==> config.mk <==
export PLATFORM = sky130hd
export DESIGN_NAME = mem_arbiter
export DESIGN_NICKNAME = d
export VERILOG_FILES = /design/src/rtl/mem_arbiter.sv
export SDC_FILE = /design/constraint.sdc
export NUM_CORES = 1
export LEC_CHECK = 0
export BUFFER_PORTS_ARGS = -buffer_cell sky130_fd_sc_hd__buf_2
export CELL_PAD_IN_SITES_DETAIL_PLACEMENT = 1
export CELL_PAD_IN_SITES_GLOBAL_PLACEMENT = 2
export CORE_MARGIN = 2
export CORE_UTILIZATION = 32
export DETAILED_ROUTE_END_ITERATION = 16
export PLACE_DENSITY = 0.86
export SKIP_LAST_GASP = 1
export SLEW_MARGIN = 20
export SYNTH_ARGS = -nofsm -noshare
export SYNTH_HDL_FRONTEND = slang
export SYNTH_SLANG_ARGS = --single-unit
==> constraint.sdc <==
create_clock -name clk -period 3.3 [get_ports clk]
set_clock_uncertainty 0.2 [all_clocks]
set_input_delay 0.66 -clock clk [delete_from_list [all_inputs] [get_ports clk]]
set_output_delay 0.66 -clock clk [all_outputs]
set_load 0.005 [all_outputs]
==> src/rtl/mem_arbiter.sv <==
// Two-master round-robin arbiter/sequencer for a single-port synchronous memory with one-cycle registered read.
// Define MEM_ARB_RANGE_CHK_EN to reject (gnt+err, no access) any winning command with addr >= MEM_DEPTH.
module mem_arbiter #(
  parameter int ADDR_W    = 16,
  parameter int DATA_W    = 32,
  parameter int MEM_DEPTH = 2048
) (
  input  logic              clk,
  input  logic              rst_n,
  input  logic              m0_req_i,
  input  logic              m0_rd_wr_i,
  input  logic [ADDR_W-1:0] m0_addr_i,
  input  logic [DATA_W-1:0] m0_wdata_i,
  output logic              m0_gnt_o,
  output logic              m0_rvalid_o,
  output logic [DATA_W-1:0] m0_rdata_o,
  output logic              m0_err_o,
  input  logic              m1_req_i,
  input  logic              m1_rd_wr_i,
  input  logic [ADDR_W-1:0] m1_addr_i,
  input  logic [DATA_W-1:0] m1_wdata_i,
  output logic              m1_gnt_o,
  output logic              m1_rvalid_o,
  output logic [DATA_W-1:0] m1_rdata_o,
  output logic              m1_err_o,
  output logic              mem_enb_o,
  output logic              mem_rd_wr_o,
  output logic [ADDR_W-1:0] mem_addr_o,
  output logic [DATA_W-1:0] mem_data_in_o,
  input  logic [DATA_W-1:0] mem_data_out_i,
  output logic              busy_o
);

  localparam logic [1:0] S_IDLE     = 2'd0;
  localparam logic [1:0] S_WR       = 2'd1;
  localparam logic [1:0] S_RD_ISSUE = 2'd2;
  localparam logic [1:0] S_RD_CAP   = 2'd3;

`ifdef MEM_ARB_RANGE_CHK_EN
  localparam bit RangeChk = 1'b1;
`else
  localparam bit RangeChk = 1'b0;
`endif
  localparam logic [ADDR_W:0] DepthLim = (ADDR_W+1)'(MEM_DEPTH);

  logic [1:0]        state_q, state_d;
  logic              busy_q;
  logic              last_gnt_q, owner_q;
  logic [1:0]        gnt_q, rvalid_q, err_q;
  logic              enb_q, rd_wr_q;
  logic [ADDR_W-1:0] addr_q;
  logic [DATA_W-1:0] wdata_q, rdata0_q, rdata1_q;

  logic              any_req, pick_m1, win_rd_wr, win_oor;
  logic [ADDR_W-1:0] win_addr;
  logic [DATA_W-1:0] win_wdata;

  always_comb begin
    any_req   = m0_req_i | m1_req_i;
    // On a tie the master that did not win last time goes first.
    pick_m1   = m1_req_i & (~m0_req_i | ~last_gnt_q);
    win_rd_wr = pick_m1 ? m1_rd_wr_i : m0_rd_wr_i;
    win_addr  = pick_m1 ? m1_addr_i  : m0_addr_i;
    win_wdata = pick_m1 ? m1_wdata_i : m0_wdata_i;
    win_oor   = RangeChk && ({1'b0, win_addr} >= DepthLim);
    state_d   = state_q;
    case (state_q)
      S_IDLE:     if (any_req && !win_oor) state_d = win_rd_wr ? S_RD_ISSUE : S_WR;
      S_WR:       state_d = S_IDLE;
      S_RD_ISSUE: state_d = S_RD_CAP;
      S_RD_CAP:   state_d = S_IDLE;
      default:    state_d = S_IDLE;
    endcase
  end

  always_ff @(posedge clk or negedge rst_n) begin
    if (!rst_n) begin
      state_q    <= S_IDLE;
      busy_q     <= 1'b0;
      last_gnt_q <= 1'b1;
      owner_q    <= 1'b0;
      gnt_q      <= '0;
      rvalid_q   <= '0;
      err_q      <= '0;
      enb_q      <= 1'b0;
      rd_wr_q    <= 1'b1;
      addr_q     <= '0;
      wdata_q    <= '0;
      rdata0_q   <= '0;
      rdata1_q   <= '0;
    end else begin
      state_q  <= state_d;
      busy_q   <= (state_d != S_IDLE);
      gnt_q    <= '0;
      rvalid_q <= '0;
      err_q    <= '0;
      case (state_q)
        S_IDLE: begin
          if (any_req) begin
            last_gnt_q <= pick_m1;
            owner_q    <= pick_m1;
            gnt_q      <= pick_m1 ? 2'b10 : 2'b01;
            if (win_oor) begin
              err_q <= pick_m1 ? 2'b10 : 2'b01;
            end else begin
              enb_q   <= 1'b1;
              rd_wr_q <= win_rd_wr;
              addr_q  <= win_addr;
              wdata_q <= win_wdata;
            end
          end
        end
        S_WR: begin
          enb_q   <= 1'b0;
          rd_wr_q <= 1'b1;
        end
        // enb/rd_wr/addr stayed put through this cycle, so data_out is driven now.
        S_RD_CAP: begin
          enb_q <= 1'b0;
          if (owner_q) begin
            rdata1_q    <= mem_data_out_i;
            rvalid_q[1] <= 1'b1;
          end else begin
            rdata0_q    <= mem_data_out_i;
            rvalid_q[0] <= 1'b1;
          end
        end
        default: ;
      endcase
    end
  end

  assign m0_gnt_o      = gnt_q[0];
  assign m1_gnt_o      = gnt_q[1];
  assign m0_rvalid_o   = rvalid_q[0];
  assign m1_rvalid_o   = rvalid_q[1];
  assign m0_err_o      = err_q[0];
  assign m1_err_o      = err_q[1];
  assign m0_rdata_o    = rdata0_q;
  assign m1_rdata_o    = rdata1_q;
  assign mem_enb_o     = enb_q;
  assign mem_rd_wr_o   = rd_wr_q;
  assign mem_addr_o    = addr_q;
  assign mem_data_in_o = wdata_q;
  assign busy_o        = busy_q;

endmodule

### Word-level counts from Yosys, hierarchy flattened

Index checks and enable logic that the tools add are counted.

| cells by class | value |
|---|---|
| muxes and demuxes | 16 |
| reductions and logical operators | 10 |
| bitwise gates (word level) | 6 |
| eq/ne operators | 4 |

Operators by type and width:

| operator | count |
|---|---|
| $mux W32 | 1 |
| $mux W16 | 1 |
| $mux W2 | 6 |
| $reduce_and A2 Y1 | 5 |
| $pmux W2 S3 | 1 |
| $reduce_bool A2 Y1 | 3 |
| $mux W1 | 5 |
| $eq A2 B2 Y1 const B | 2 |
| $pmux W1 S2 | 2 |
| $not A1 Y1 | 3 |
| $eq A2 B1 Y1 const B | 1 |
| $logic_not A2 Y1 | 1 |
| $ne A2 B2 Y1 const B | 1 |
| $or A1 B1 Y1 | 2 |
| $reduce_or A2 Y1 | 1 |
| $and A1 B1 Y1 | 1 |

| storage, ports and cells | value |
|---|---|
| output and inout port bits | 121 |
| register bits | 123 |
| word-level logic and storage cells | 48 |
| input port bits | 134 |

### Logic depth before layout (Yosys ltp)

| depth | value |
|---|---|
| depth after elaboration | 8 |
| depth in mapped cells | 5 |
| gate-level depth less buffers | 3 |

### Worst setup path after synthesis

No wires, ideal clock.

| timing | value |
|---|---|
| path type | input-to-reg |
| from | in m1_req_i |
| to | reg addr_q[0], in the netlist mem_addr_o[0] |
| arrival | 1709 ps |
| path buffers | 1 |
| setup time | 125 ps |
| data required time | 2975 ps |
| path slack | 1266 ps |
| stages | 4 |
| path through | a21boi_4 > buf_4 > mux2_2 > mux2_2 |

| between the ends | value |
|---|---|
| word-level cells in the longest chain between the ends | 2 |
| elaborated cells between the ends (all ways) | 4 |
| classes of those cells | mux (1); bitwise (2); reduce/logical (1) |

Ends and longest elaborated chain:

| item | line | source |
|---|---|---|
| start, declared | 18 | `input logic m1_req_i,` |
| $and A1 B1 Y1 / $or A1 B1 Y1 (equally long branches) | 61, 59 |  |
| $mux W16 / $reduce_and A2 Y1 (equally long branches) | -- |  |
| end signal, assigned | 108 | `addr_q <= win_addr;` |
| end, declared | 51 | `logic [ADDR_W-1:0] addr_q;` |

Several ways; a longest one is shown, not always the timed one.
A chain may end at the register's enable or synchronous reset.

### Final worst setup path

| timing | value |
|---|---|
| from | in m1_req_i |
| to | reg wdata_q[3], in the netlist mem_data_in_o[3] |

| between the ends | value |
|---|---|
| word-level cells in the longest chain between the ends | 2 |
| elaborated cells between the ends (all ways) | 4 |
| classes of those cells | mux (1); bitwise (2); reduce/logical (1) |

Ends and longest elaborated chain:

| item | line | source |
|---|---|---|
| $and A1 B1 Y1 / $or A1 B1 Y1 (equally long branches) | 61, 59 |  |
| $mux W32 / $reduce_and A2 Y1 (equally long branches) | -- |  |
| end signal, assigned | 109 | `wdata_q <= win_wdata;` |
| end, declared | 52 | `logic [DATA_W-1:0] wdata_q, rdata0_q, rdata1_q;` |

Several ways; a longest one is shown, not always the timed one.

==> flow_summary_export.csv <==
group,metric,value,unit
run_status,status,"complete, no violations",
synthesis,synth_edf_count,0,
die,ios,255,
clock_tree,clk_pin_slew_worst_paths,0.06,ns
clock_tree,numCtsBuffers,17,
sta,worst_slack,1.28,ns
pwr,p_leak,3.51,nW
worst_hold_path,min_path_type,"in -> async",
sta,tightest_slew,0.562,ns
critical_path,required,3.39,ns
cells_and_area,post-route-util,45.9,%
global_routing,grt_pass1_vias,4121,
detailed_routing,viasPerCell,4.55,
die,die_x,131,µm
clock_tree,clk_path_buf_depth,2,
critical_path,cp_max_fo,45,
die,die_height,131,µm
critical_path,start_kind,"input pin",
placed_design,dpl_worst_slack,0.855,ns
sta,period_share,61.1,%
sta,slew_headroom,62.5,%
die,coreArea,15800,µm²
die,initial_utilization,32.6,%
sta,setup_viol,0,
pwr,ir_drop,0.383,mV
sta,timing.fmax,496,MHz
clock_tree,insertion_delay,0.40,ns
detailed_routing,dr.pass1.iters,4,
sta,drv_slew,0,
critical_path,worstRegToRegCells,4,
global_routing,antenna_found_initial,0,
global_routing,grtUsageTotal,16.2,%
synthesis,syn_area,5170,µm²
cells_and_area,final_cell_area,7260,µm²
synthesis,synth_most_common_cell,"mux2_2",
clock_tree,htree_levels,4,
clock_tree,cts_root_buf,"clkbuf_16",
cells_and_area,finalNonFillerCells,813,
synthesis,ys_ff_latch,123,
placed_design,postPlaceCellArea,6670,µm²
die,rows,46,
detailed_routing,drt-initial-drc-count,48,
pwr,p_per_area,964,nW/µm²
synthesis,ys_seq_area_share,59.6,%
critical_path,worst-r2r-setup-slack,1.33,ns
global_routing,grt_pass1_wl,21000,µm
sta,hold_slack,0.0353,ns
synthesis,synth_top_area_share,58.6,%
critical_path,rr_startpoint,"last_gnt_q",
synthesis,avgSynthCellArea,15.8,µm²
synthesis,syn_inst,327,
clock_tree,cts_setup_buffers,0,
clock_tree,clkSinkCount,123,
cells_and_area,antenna_cells,0,
cells_and_area,nNetsFinal,720,
detailed_routing,vias,3700,
flow_run,maxCapViolations,0,
critical_path,critPathKind,"in -> reg",
clock_tree,cts_resized,0,
placed_design,io_buffers,252,
synthesis,ys_types,24,
critical_path,cp-end-kind,"flip-flop",
detailed_routing,drc,0,
die,dieArea,17200,µm²
sta,tns,0,ns
pwr,power.total,7.00,mW
global_routing,grt_remaining_overflow,0,
detailed_routing,wl,13700,µm
critical_path,arrival,2.11,ns
placed_design,place.gp.congestion,0.740,
clock_tree,cts_tree,"built",
clock_tree,hold_buffers,0,
sta,finalCriticalPeriod,2.02,ns
synthesis,yosys-top-cells-area,"dfrtp_1 59%, mux2_2 34%, mux2_1 1.3%",
sta,rsz0062_at_grt,"false",
critical_path,r2r-end,"mem_data_in_o[3]",
global_routing,grt_max_degree,51,
synthesis,synthTopCellsByCount,"155 x mux2_2, 121 x dfrtp_1, 12 x buf_2",
placed_design,place_inst,783,
synthesis,dominantRegCellSynth,"dfrtp_1",
synthesis,ys_async_sr_fraction,100,%
detailed_routing,ant_nets,0,
detailed_routing,wl_per_cell,16.8,µm
cells_and_area,syn_to_final_growth,40.6,%
cells_and_area,layout-drive-gt1-share,75.0,%
placed_design,hpwl,10300,µm
synthesis,synth_top_cell_by_area,"dfrtp_1",
synthesis,synth_warnings,0,
sta,hold_violations,0,
[kinds of logic (layout without fill, tap and decap cells)]
group                  Yosys count  in the layout  share of synthesized area [%]
DFF                            123            123                           59.6
buffers and inverters           23            292                           2.76
other                            1              2                         0.0726
AOI/OAI and AO/OA               10             10                           1.50
muxes                          162            162                           35.3
and+or+nand+nor                  8              8                          0.775
[where the power goes]
group          internal [mW]  leakage [nW]  total [mW]  switching (mW)
clock                   1.19         0.282        1.88           0.689
combinational           1.42          1.78        2.44            1.02
sequential              2.29          1.44        2.68           0.389
[routing by layer]
metal | track usage [%] | routed length (µm) | vias up
met2 | 28.7 | 7050 | 171
met5 | 0 | 0 | -
met4 | 6.26 | 195 | 0
met1 | 16.5 | 4920 | 1834
li1 | - | - | 1678
met3 | 7.67 | 1530 | 17
[critical path, cell delays in order]
cell and delay (ns):
buf_2 0.14, a21boi_4 0.34, buf_12 0.28, mux2_2 0.38, mux2_2 0.26
[cell usage in the layout, fill, tap and decap left out, types with 4 or more instances in the layout]
cell	count
buf_2	251
mux2_2	155
dfrtp_1	121
clkbuf_16	17
mux2_1	6
inv_1	4
buf_4	4
[how the worst max path moves through the flow]
stage             start           endpoint  slack (ns)
2_1_floorplan  m1_req_i      mem_addr_o[0]        1.27
3_3_place_gp   m1_req_i  mem_data_in_o[12]        0.94
3_5_place_dp   m1_req_i      mem_addr_o[3]        0.85
4_1_cts        m1_req_i  mem_data_in_o[28]        1.29
5_1_grt        m1_req_i     mem_addr_o[15]        1.23
6_report       m1_req_i   mem_data_in_o[3]        1.28
[flip-flops by register name, summed over array words and instances (netlist names)]
signal and count:
mem_addr_o 16, mem_enb_o 1, m0_rdata_o 32, m1_rdata_o 32, state_q 2, last_gnt_q 1, rvalid_q 2, owner_q 1
busy_o 1, mem_data_in_o 32, mem_rd_wr_o 1, gnt_q 2
[final cells by class]
type                            instances  area [µm²]
Clock buffer                           17         425
Fill cell                            1717        8560
Clock inverter                         13         170
Multi-Input combinational cell        182        1960
Tap cell                              216         270
Sequential cell                       123        3080
Timing Repair Buffer                  258        1350
Inverter                                4        15.0
(Power assumes the default switching activity.)
